<file path="config.mk">
export PLATFORM = sky130hd
export DESIGN_NAME = id_ex_stage
export DESIGN_NICKNAME = d
export VERILOG_FILES = /design/src/rtl/id_ex_stage.sv
export SDC_FILE = /design/constraint.sdc
export NUM_CORES = 1
export LEC_CHECK = 0
export ABC_AREA = 1
export BUFFER_PORTS_ARGS = -buffer_cell sky130_fd_sc_hd__buf_2
export CORE_ASPECT_RATIO = 0.6
export CORE_UTILIZATION = 23
export CTS_BUF_LIST = sky130_fd_sc_hd__clkbuf_8
export CTS_CLUSTER_DIAMETER = 30
export CTS_CLUSTER_SIZE = 14
export DETAILED_ROUTE_END_ITERATION = 16
export GPL_TIMING_DRIVEN = 1
export PLACE_DENSITY_LB_ADDON = 0.3
export SYNTH_ARGS = -nofsm -noshare
export SYNTH_HDL_FRONTEND = slang
export SYNTH_SLANG_ARGS = --single-unit
</file>
<file path="constraint.sdc">
create_clock -name clk -period 2.2 [get_ports clk]
set_clock_uncertainty 0.05 [all_clocks]
set_input_delay 0.33 -clock clk [delete_from_list [all_inputs] [get_ports clk]]
set_output_delay 0.33 -clock clk [all_outputs]
set_load 0.01 [all_outputs]
</file>
<file path="src/rtl/id_ex_stage.sv">
// ID/EX pipeline register with load-use hazard detection, flush/hold control
// and a saturating count of the load-use bubbles it inserts.
module id_ex_stage #(
  parameter int unsigned XLEN = 32,
  parameter int unsigned CNTW = 16
) (
  input  logic            clk,
  input  logic            rst,
  input  logic            id_valid,
  input  logic            id_regwrite,
  input  logic            id_memwrite,
  input  logic            id_memread,
  input  logic            id_alusrc,
  input  logic [2:0]      id_aluop,
  input  logic [XLEN-1:0] id_pc,
  input  logic [XLEN-1:0] id_rs1_data,
  input  logic [XLEN-1:0] id_rs2_data,
  input  logic [XLEN-1:0] id_imm,
  input  logic [4:0]      id_rs1,
  input  logic [4:0]      id_rs2,
  input  logic [4:0]      id_rd,
  input  logic [2:0]      id_funct3,
  input  logic            flush_i,
  input  logic            hold_i,
  output logic            ex_valid,
  output logic            ex_regwrite,
  output logic            ex_memwrite,
  output logic            ex_memread,
  output logic            ex_alusrc,
  output logic [2:0]      ex_aluop,
  output logic [XLEN-1:0] ex_pc,
  output logic [XLEN-1:0] ex_rs1_data,
  output logic [XLEN-1:0] ex_rs2_data,
  output logic [XLEN-1:0] ex_imm,
  output logic [4:0]      ex_rs1,
  output logic [4:0]      ex_rs2,
  output logic [4:0]      ex_rd,
  output logic [2:0]      ex_funct3,
  output logic            stall_o,
  output logic [CNTW-1:0] stall_cnt
);

  typedef struct packed {
    logic            valid;
    logic            regwrite;
    logic            memwrite;
    logic            memread;
    logic            alusrc;
    logic [2:0]      aluop;
    logic [XLEN-1:0] pc;
    logic [XLEN-1:0] rs1_data;
    logic [XLEN-1:0] rs2_data;
    logic [XLEN-1:0] imm;
    logic [4:0]      rs1;
    logic [4:0]      rs2;
    logic [4:0]      rd;
    logic [2:0]      funct3;
  } slot_t;

  slot_t           ex_d, ex_q;
  slot_t           id_slot;
  logic [CNTW-1:0] stall_cnt_d, stall_cnt_q;
  logic            load_use;

  // Gather the decode slot; an empty slot must not carry live control bits.
  always_comb begin
    id_slot          = '0;
    id_slot.valid    = id_valid;
    id_slot.pc       = id_pc;
    id_slot.rs1_data = id_rs1_data;
    id_slot.rs2_data = id_rs2_data;
    id_slot.imm      = id_imm;
    id_slot.rs1      = id_rs1;
    id_slot.rs2      = id_rs2;
    id_slot.rd       = id_rd;
    id_slot.funct3   = id_funct3;
    if (id_valid) begin
      id_slot.regwrite = id_regwrite;
      id_slot.memwrite = id_memwrite;
      id_slot.memread  = id_memread;
      id_slot.alusrc   = id_alusrc;
      id_slot.aluop    = id_aluop;
    end
  end

  // Load in EX whose destination (not x0) is a source of the decode slot.
  always_comb begin
    load_use = ex_q.valid & ex_q.memread & (ex_q.rd != 5'd0) & id_valid &
               ((ex_q.rd == id_rs1) | (ex_q.rd == id_rs2));
  end

  assign stall_o = (load_use | hold_i) & ~flush_i;

  // Next-state selection: flush > hold > load-use bubble > normal load.
  always_comb begin
    ex_d        = ex_q;
    stall_cnt_d = stall_cnt_q;
    if (flush_i) begin
      ex_d = '0;
    end else if (hold_i) begin
      ex_d = ex_q;
    end else if (load_use) begin
      ex_d = '0;
      if (stall_cnt_q != {CNTW{1'b1}}) begin
        stall_cnt_d = stall_cnt_q + CNTW'(1);
      end
    end else begin
      ex_d = id_slot;
    end
  end

  // State registers; reset wins over every other control.
  always_ff @(posedge clk) begin
    if (rst) begin
      ex_q        <= '0;
      stall_cnt_q <= '0;
    end else begin
      ex_q        <= ex_d;
      stall_cnt_q <= stall_cnt_d;
    end
  end

  assign ex_valid    = ex_q.valid;
  assign ex_regwrite = ex_q.regwrite;
  assign ex_memwrite = ex_q.memwrite;
  assign ex_memread  = ex_q.memread;
  assign ex_alusrc   = ex_q.alusrc;
  assign ex_aluop    = ex_q.aluop;
  assign ex_pc       = ex_q.pc;
  assign ex_rs1_data = ex_q.rs1_data;
  assign ex_rs2_data = ex_q.rs2_data;
  assign ex_imm      = ex_q.imm;
  assign ex_rs1      = ex_q.rs1;
  assign ex_rs2      = ex_q.rs2;
  assign ex_rd       = ex_q.rd;
  assign ex_funct3   = ex_q.funct3;
  assign stall_cnt   = stall_cnt_q;

endmodule

</file>
==> results of run 1 <==
## state kept, by name, summed over array words and instances (netlist names), 3 cells and up
signal and cells:
ex_rs2_data 32, ex_funct3 3, ex_rs1_data 32, ex_imm 32
stall_cnt 16, ex_pc 32, ex_aluop 3, ex_rd 5
ex_rs2 5, ex_rs1 5
## final timing paths
path                                                 from                    endpoint  slack [ps]
worst min-delay path                            id_pc[11]      ex_pc[11]$_SDFFE_PP0N_          60
worst min register to register      ex_pc[7]$_SDFFE_PP0N_       ex_pc[7]$_SDFFE_PP0N_         410
worst max register to register  stall_cnt[0]$_SDFFE_PP0P_  stall_cnt[14]$_SDFFE_PP0P_         290
worst max-delay path                ex_rd[3]$_SDFFE_PP0N_                     stall_o         100
## layout by cell type, fill, tap and decap left out, types with 2 or more instances in the layout
master	instances
buf_2	326
nand2_1	228
dfxtp_1	165
nand3_1	154
a21oi_1	154
nor2_1	45
dlygate4sd3_1	44
clkbuf_8	21
inv_1	19
buf_4	13
nand4_1	11
nor2_4	9
buf_12	8
inv_2	7
nor2_2	6
dfxtp_4	4
diode_2	3
nand3_2	3
bufinv_16	3
clkinv_2	3
xnor2_1	2
nand2_4	2
o21ai_0	2
clkinv_4	2
## worst register-to-register path: cells and delay by family (launching register included)
kind                       cells  cell delay [ps]
DFF                            1              410
adders and majority gates      1              200
and+or+nand+nor                9             1150
## area by class of cell
type                            count  area [um^2]
Clock buffer                       21          289
Multi-Input combinational cell    625         2950
Fill cell                        3111        19100
Sequential cell                   170         3420
Antenna cell                        3         7.51
Tap cell                          400          500
Timing Repair Buffer              391         2330
Inverter                           27          104
Clock inverter                     11          143
## what timing repair did
action	in CTS	in global routing
resized for setup	10	9
pin swaps	2	5
endpoints found under the hold margin	44	0
hold buffers	44	0
buffers inserted	3	3
setup endpoints to repair	1	1
## Yosys cell counts (all sizes together), types with 2 or more instances
library cell  count
o21ai             2
inv              26
nand2           232
a21oi           155
nand4            11
clkbuf           46
xnor2             2
nor2             60
buf              25
nand3           158
dfxtp           170
## per-layer routing
metal / up-vias / wire, um
li1: 3634 / -
met3: 26 / 1770
met4: 2 / 369
met2: 219 / 10400
met5: - / 13
met1: 3360 / 11300
## through the flow
| step | utilization, % | instance area, um^2 | TNS [ps] | total power [mW] |
|---|---|---|---|---|
| CTS | 33.5 | 9680 | 0 | 6.54 |
| global placement | 30.3 | 8770 | 0 | 3.95 |
| finish | 33.7 | 9740 | 0 | 6.42 |
| floorplan | - | 6800 | 0 | 3.61 |
| detailed placement | 30.3 | 8770 | 0 | 3.95 |
| global route | 33.7 | 9740 | -53.8 | 6.73 |
## power by group through the flow
stage | Combinational [mW] | Sequential [mW] | Clock (mW)
floorplan | 0.287 | 3.32 | 0
CTS | 0.742 | 3.20 | 2.60
detailed placement | 0.675 | 3.28 | 0
global placement | 0.672 | 3.28 | 0
global route | 0.813 | 3.22 | 2.70
finish | 0.741 | 3.20 | 2.47
## kinds of logic after synthesis
logic type,count (synthesis)
AO/OA/AOI/OAI,158
buffers and inverters,98
flip-flops,170
adder cells (fa/ha/maj),1
XOR/XNOR,2
AND/OR/NAND/NOR,464
==> impl_metrics.json, run 1 <==
{
  "outcome": "completed",
  "num_vias": 7241,
  "worstSetupStartpointType": "register",
  "synth-simple-area-share_pct": 30.6,
  "port_buffers": 328,
  "post_syn_area_per_cell_um2": 7.62,
  "synthesis.instances": 893,
  "first_global_vias": 6779,
  "critPathBufInv": 2,
  "leakage_power_nw": 4.40,
  "layoutNonFillerInstCount": 1648,
  "worst_hold_slack_ps": 58.1,
  "largest_family_of_logic_cells_by_synthesized_area": "simple AND/OR/NAND/NOR gates",
  "synth.ff_latch_count": 170,
  "wire_length_of_the_first_global_routing_pass_mm": 36.4,
  "dieHeight_um": 135,
  "cts.root.buffer_cell": "clkbuf_8",
  "final.setup.worst_slack_ps": 99.1,
  "groute.layer.met2.usage_pct": 22.9,
  "pwr-share-comb_pct": 11.5,
  "synth_async_sr_flop_share_pct": 0,
  "p_int_mw": 4.74,
  "clock_slew_at_the_register_clock_pins_of_the_worst_setup_and_hold_paths_ps": 100,
  "critPathMostFrequentCell": "nand2_1",
  "routabilityCongestion": 0.730,
  "cell_by_cell_trace_of_the_critical_path": "inv_2, nand2_1, nand2_1, nor2_1, nand3_2, nand2_4, nand2_8, a21oi_2, buf_4",
  "placement_rows": 48,
  "final-setup-viol-count": 0,
  "grt_util_met1_pct": 20.3,
  "cts-buffers-inserted": 17,
  "max_cap_viol_count": 0,
  "clkLatencyLatePin_ps": 490,
  "cp_slowest_stage_delay_ps": 370,
  "r2r_cells": 10,
  "finalHoldViolations": 0,
  "grt_overflow": 0,
  "power-per-cell-area_nw_per_um2": 659,
  "timing.setup.critical_path_class": "reg -> out",
  "netSwitchingFraction_pct": 26.1,
  "post_synth_num_cell_types": 27,
  "worstPathArrival_ps": 1720,
  "slowest_stage": "dfxtp_2",
  "maximum_number_of_pins_on_one_net_before_global_route_repair": 115,
  "max_slew_violation_count": 0,
  "h-tree-depth": 4,
  "critical_path.top_delay_family": "simple AND/OR/NAND/NOR gates",
  "initial_detailed_routing_violation_count": 381,
  "synth_top_flop_cell": "dfxtp_1",
  "critical_path_cell_count": 9,
  "timing_worst_slew_pin_value_ps": 549,
  "detail_route.drc_violations": 0,
  "finalCriticalPeriod_ps": 2100,
  "synth_top_cell_by_area": "dfxtp_1",
  "slew-limit-headroom_pct": 63.4,
  "grt.busiest_layer": "met2",
  "synth_top_area_share_pct": 50.0,
  "detailedRoute.firstPassIterationCount": 4,
  "peak_vdd_ir_v": 0.000336,
  "gr-usage-met3_pct": 5.90,
  "dp_cells": 1563,
  "synthTopCellsByArea": "dfxtp_1, nand2_1, a21oi_1",
  "yosys.area_share.adder_pct": 0.184,
  "min_delay_path_depth": 3,
  "globalRouteTotalUtil_pct": 15.4,
  "finalCritPeriodShare_pct": 95.5,
  "syn-num-nets": 1052,
  "grt_antenna_before_repair": 4,
  "initial_utilization_pct": 23.6,
  "crit_fanout": 4,
  "timing.hold.worst.class": "in -> reg",
  "area_growth_pct": 43.2,
  "seq_area_frac_synth_pct": 50.0,
  "cts_tree": "built",
  "yosys.area_share.xor_xnor_pct": 0.257,
  "drt.antenna.violating_nets": 0,
  "complex_gate_fraction_of_the_synthesized_area_pct": 11.7,
  "place_hpwl_mm": 15.8,
  "route.final.wire_length_mm": 23.9,
  "synthesis.yosys.warnings": 0,
  "synthMuxAreaShare_pct": 0,
  "die_w_um": 224,
  "placeableCoreArea_um2": 28900,
  "netlist_area_um2": 6800,
  "final_layout_size_suffix_gt1_share_pct": 33.3,
  "synth_edf_count": 0,
  "worst-endpoint-required_ps": 1820,
  "clock-sinks": 170,
  "fmaxAchievable_ghz": 0.476,
  "rsz0062_at_grt": "true",
  "viasPerCell": 4.39,
  "clock_power_share_pct": 38.5,
  "switching_power_mw": 1.68,
  "seq_power_share_pct": 49.9,
  "clockBufferDepth": 2,
  "die_area_um2": 30300,
  "boundaryPins": 329,
  "nets": 1391,
  "dpl_worst_slack_ps": 327,
  "wl_per_cell_um": 14.5,
  "crit_path_capture_type": "output pin"
}
(Power assumes the default switching activity.)
==> run 2, diff against run 1 <==
--- a/config.mk
+++ b/config.mk
@@ -9,7 +9,6 @@
 export BUFFER_PORTS_ARGS = -buffer_cell sky130_fd_sc_hd__buf_2
 export CORE_ASPECT_RATIO = 0.6
 export CORE_UTILIZATION = 23
-export CTS_BUF_LIST = sky130_fd_sc_hd__clkbuf_8
 export CTS_CLUSTER_DIAMETER = 30
 export CTS_CLUSTER_SIZE = 14
 export DETAILED_ROUTE_END_ITERATION = 16
==> run 2 against run 1 <==
Compared with the run above: first-iteration DRC count up 4.7%; sequential share of layout area rose by 0.92 points; sequential power is essentially flat; worst setup slack better by 26 ps; critical path depth down 1.
==> impl_metrics.json, run 2 (same netlist as run 1, synthesis figures left out) <==
{
  "timing.setup.critical_path_class": "reg -> out",
  "finalSetupTns_ps": 0,
  "worstSetupStartpointType": "register",
  "clkLatencyLatePin_ps": 440,
  "viasPerCell": 4.41,
  "finalCritPeriodShare_pct": 94.3,
  "timing.hold.worst.class": "in -> reg",
  "finish.utilization_pct": 32.8,
  "slowest_stage": "dfxtp_4",
  "port_buffers": 328,
  "globalRouteTotalUtil_pct": 15.0,
  "nets": 1347,
  "critPathMostFrequentCell": "nor2_1",
  "worst_hold_slack_ps": 97.9,
  "wire_length_of_the_first_global_routing_pass_mm": 35.5,
  "outcome": "completed",
  "timing_worst_slew_pin_value_ps": 575,
  "dpl_worst_slack_ps": 327,
  "h-tree-depth": 4,
  "placement_rows": 48,
  "slew-limit-headroom_pct": 61.7,
  "final_design_instance_area_without_fill_um2": 9470,
  "wl_per_cell_um": 14.5,
  "dieHeight_um": 135,
  "layout_commonest_cell": "buf_2",
  "initial_detailed_routing_violation_count": 399,
  "routabilityCongestion": 0.730,
  "r2r_cells": 12,
  "cell_by_cell_trace_of_the_critical_path": "nor2_2, nor2_1, nor2_1, nand3_2, nand2_4, nand2_8, a21oi_2, buf_4",
  "placedInstanceArea_um2": 8770,
  "fmaxAchievable_ghz": 0.482,
  "finalHoldViolations": 0,
  "crit_fanout": 5,
  "mostFrequentLayoutCells": "buf_2, nand2_1, dfxtp_1",
  "worstPathArrival_ps": 1690,
  "clockBufferDepth": 2,
  "detail_route.drc_violations": 0,
  "die_area_um2": 30300,
  "min_delay_path_depth": 3,
  "worst-endpoint-required_ps": 1820,
  "finalCriticalPeriod_ps": 2070,
  "total_of_hold_buffers_inserted_after_clock_tree_synthesis": 0,
  "first_global_vias": 6515,
  "grt_overflow": 0,
  "clock-sinks": 170,
  "critical_path_cell_count": 8,
  "peak_vdd_ir_v": 0.000353,
  "final_layout_size_suffix_gt1_share_pct": 34.2,
  "drt.antenna.violating_nets": 0,
  "initial_utilization_pct": 23.6,
  "area_growth_pct": 39.2,
  "cts_tree": "built",
  "cp_slowest_stage_delay_ps": 370,
  "maximum_number_of_pins_on_one_net_before_global_route_repair": 115,
  "boundaryPins": 329,
  "cts-buffers-inserted": 17,
  "leakage_power_nw": 4.29,
  "crit_path_capture_type": "output pin",
  "final.setup.worst_slack_ps": 125,
  "grt_antenna_before_repair": 4,
  "max_cap_viol_count": 0,
  "placeableCoreArea_um2": 28900,
  "cts.root.buffer_cell": "clkbuf_16",
  "critical_path.top_delay_family": "simple AND/OR/NAND/NOR gates",
  "clock_slew_at_the_register_clock_pins_of_the_worst_setup_and_hold_paths_ps": 70,
  "critPathBufInv": 1,
  "place_hpwl_mm": 15.8,
  "route.final.wire_length_mm": 23.3,
  "final-setup-viol-count": 0,
  "num_vias": 7075,
  "fillers": 3134,
  "power-per-cell-area_nw_per_um2": 749,
  "die_w_um": 224,
  "detailedRoute.firstPassIterationCount": 4,
  "max_slew_violation_count": 0
}
## run 2: power by group
part	internal, mW	leakage, nW	switching [mW]
Clock	1.91	0.306	1.30
Combinational	0.287	2.60	0.386
Sequential	3.16	1.39	0.0457
Total	5.36	4.29	1.73
## run 2: worst register-to-register path: stages (launching register included)
cell and delay, ps:
dfxtp_4 370, nor2_2 100, nor2_1 60, nor2_1 140
nand3_2 100, nand2_4 140, buf_4 130, buf_4 110
nand3_4 260, nor2_1 230, nand2_1 70, nand2_1 60
nor2_1 30
## run 2: layout make-up
cell class / instances / area (um^2) / share of cell area (%)
tap: 400 / 500 / 5.28
sequential: 170 / 3410 / 36.0
inverter: 27 / 104 / 1.10
clock inverter: 10 / 139 / 1.47
multi-input combinational: 625 / 2940 / 31.0
antenna: 3 / 7.51 / 0.0793
clock buffer: 22 / 484 / 5.11
timing repair buffer: 347 / 1890 / 19.9
## run 2: through the flow
stage               power [mW]  cells
floorplan                 3.61    893
global placement          3.95   1563
detailed placement        3.95   1563
CTS                       7.23   1595
global route              7.42   1603
finish                    7.09   1604
## run 2: repair_timing
action,CTS,global route
pin swaps,0,4
setup endpoints to repair,1,1
resized for setup,4,8
gates cloned,0,0
setup buffers,0,6
## run 2: layer usage
metal	global-route usage [%]	share of wire, %	up-vias
li1	-	-	3548
met1	20.2	48	3283
met2	21.8	43	221
met3	6.01	7.9	21
met4	4.53	1.1	2
met5	0	0.056	-
## run 2: path summary, 6_finish.rpt
check,to,slack [ps],from
max reg2reg,stall_cnt[15]$_SDFFE_PP0P_,230,ex_rd[0]$_SDFFE_PP0N_
max,stall_o,130,ex_rd[0]$_SDFFE_PP0N_
min,ex_imm[3]$_SDFFE_PP0N_,100,id_imm[3]
min reg2reg,ex_pc[7]$_SDFFE_PP0N_,400,ex_pc[7]$_SDFFE_PP0N_
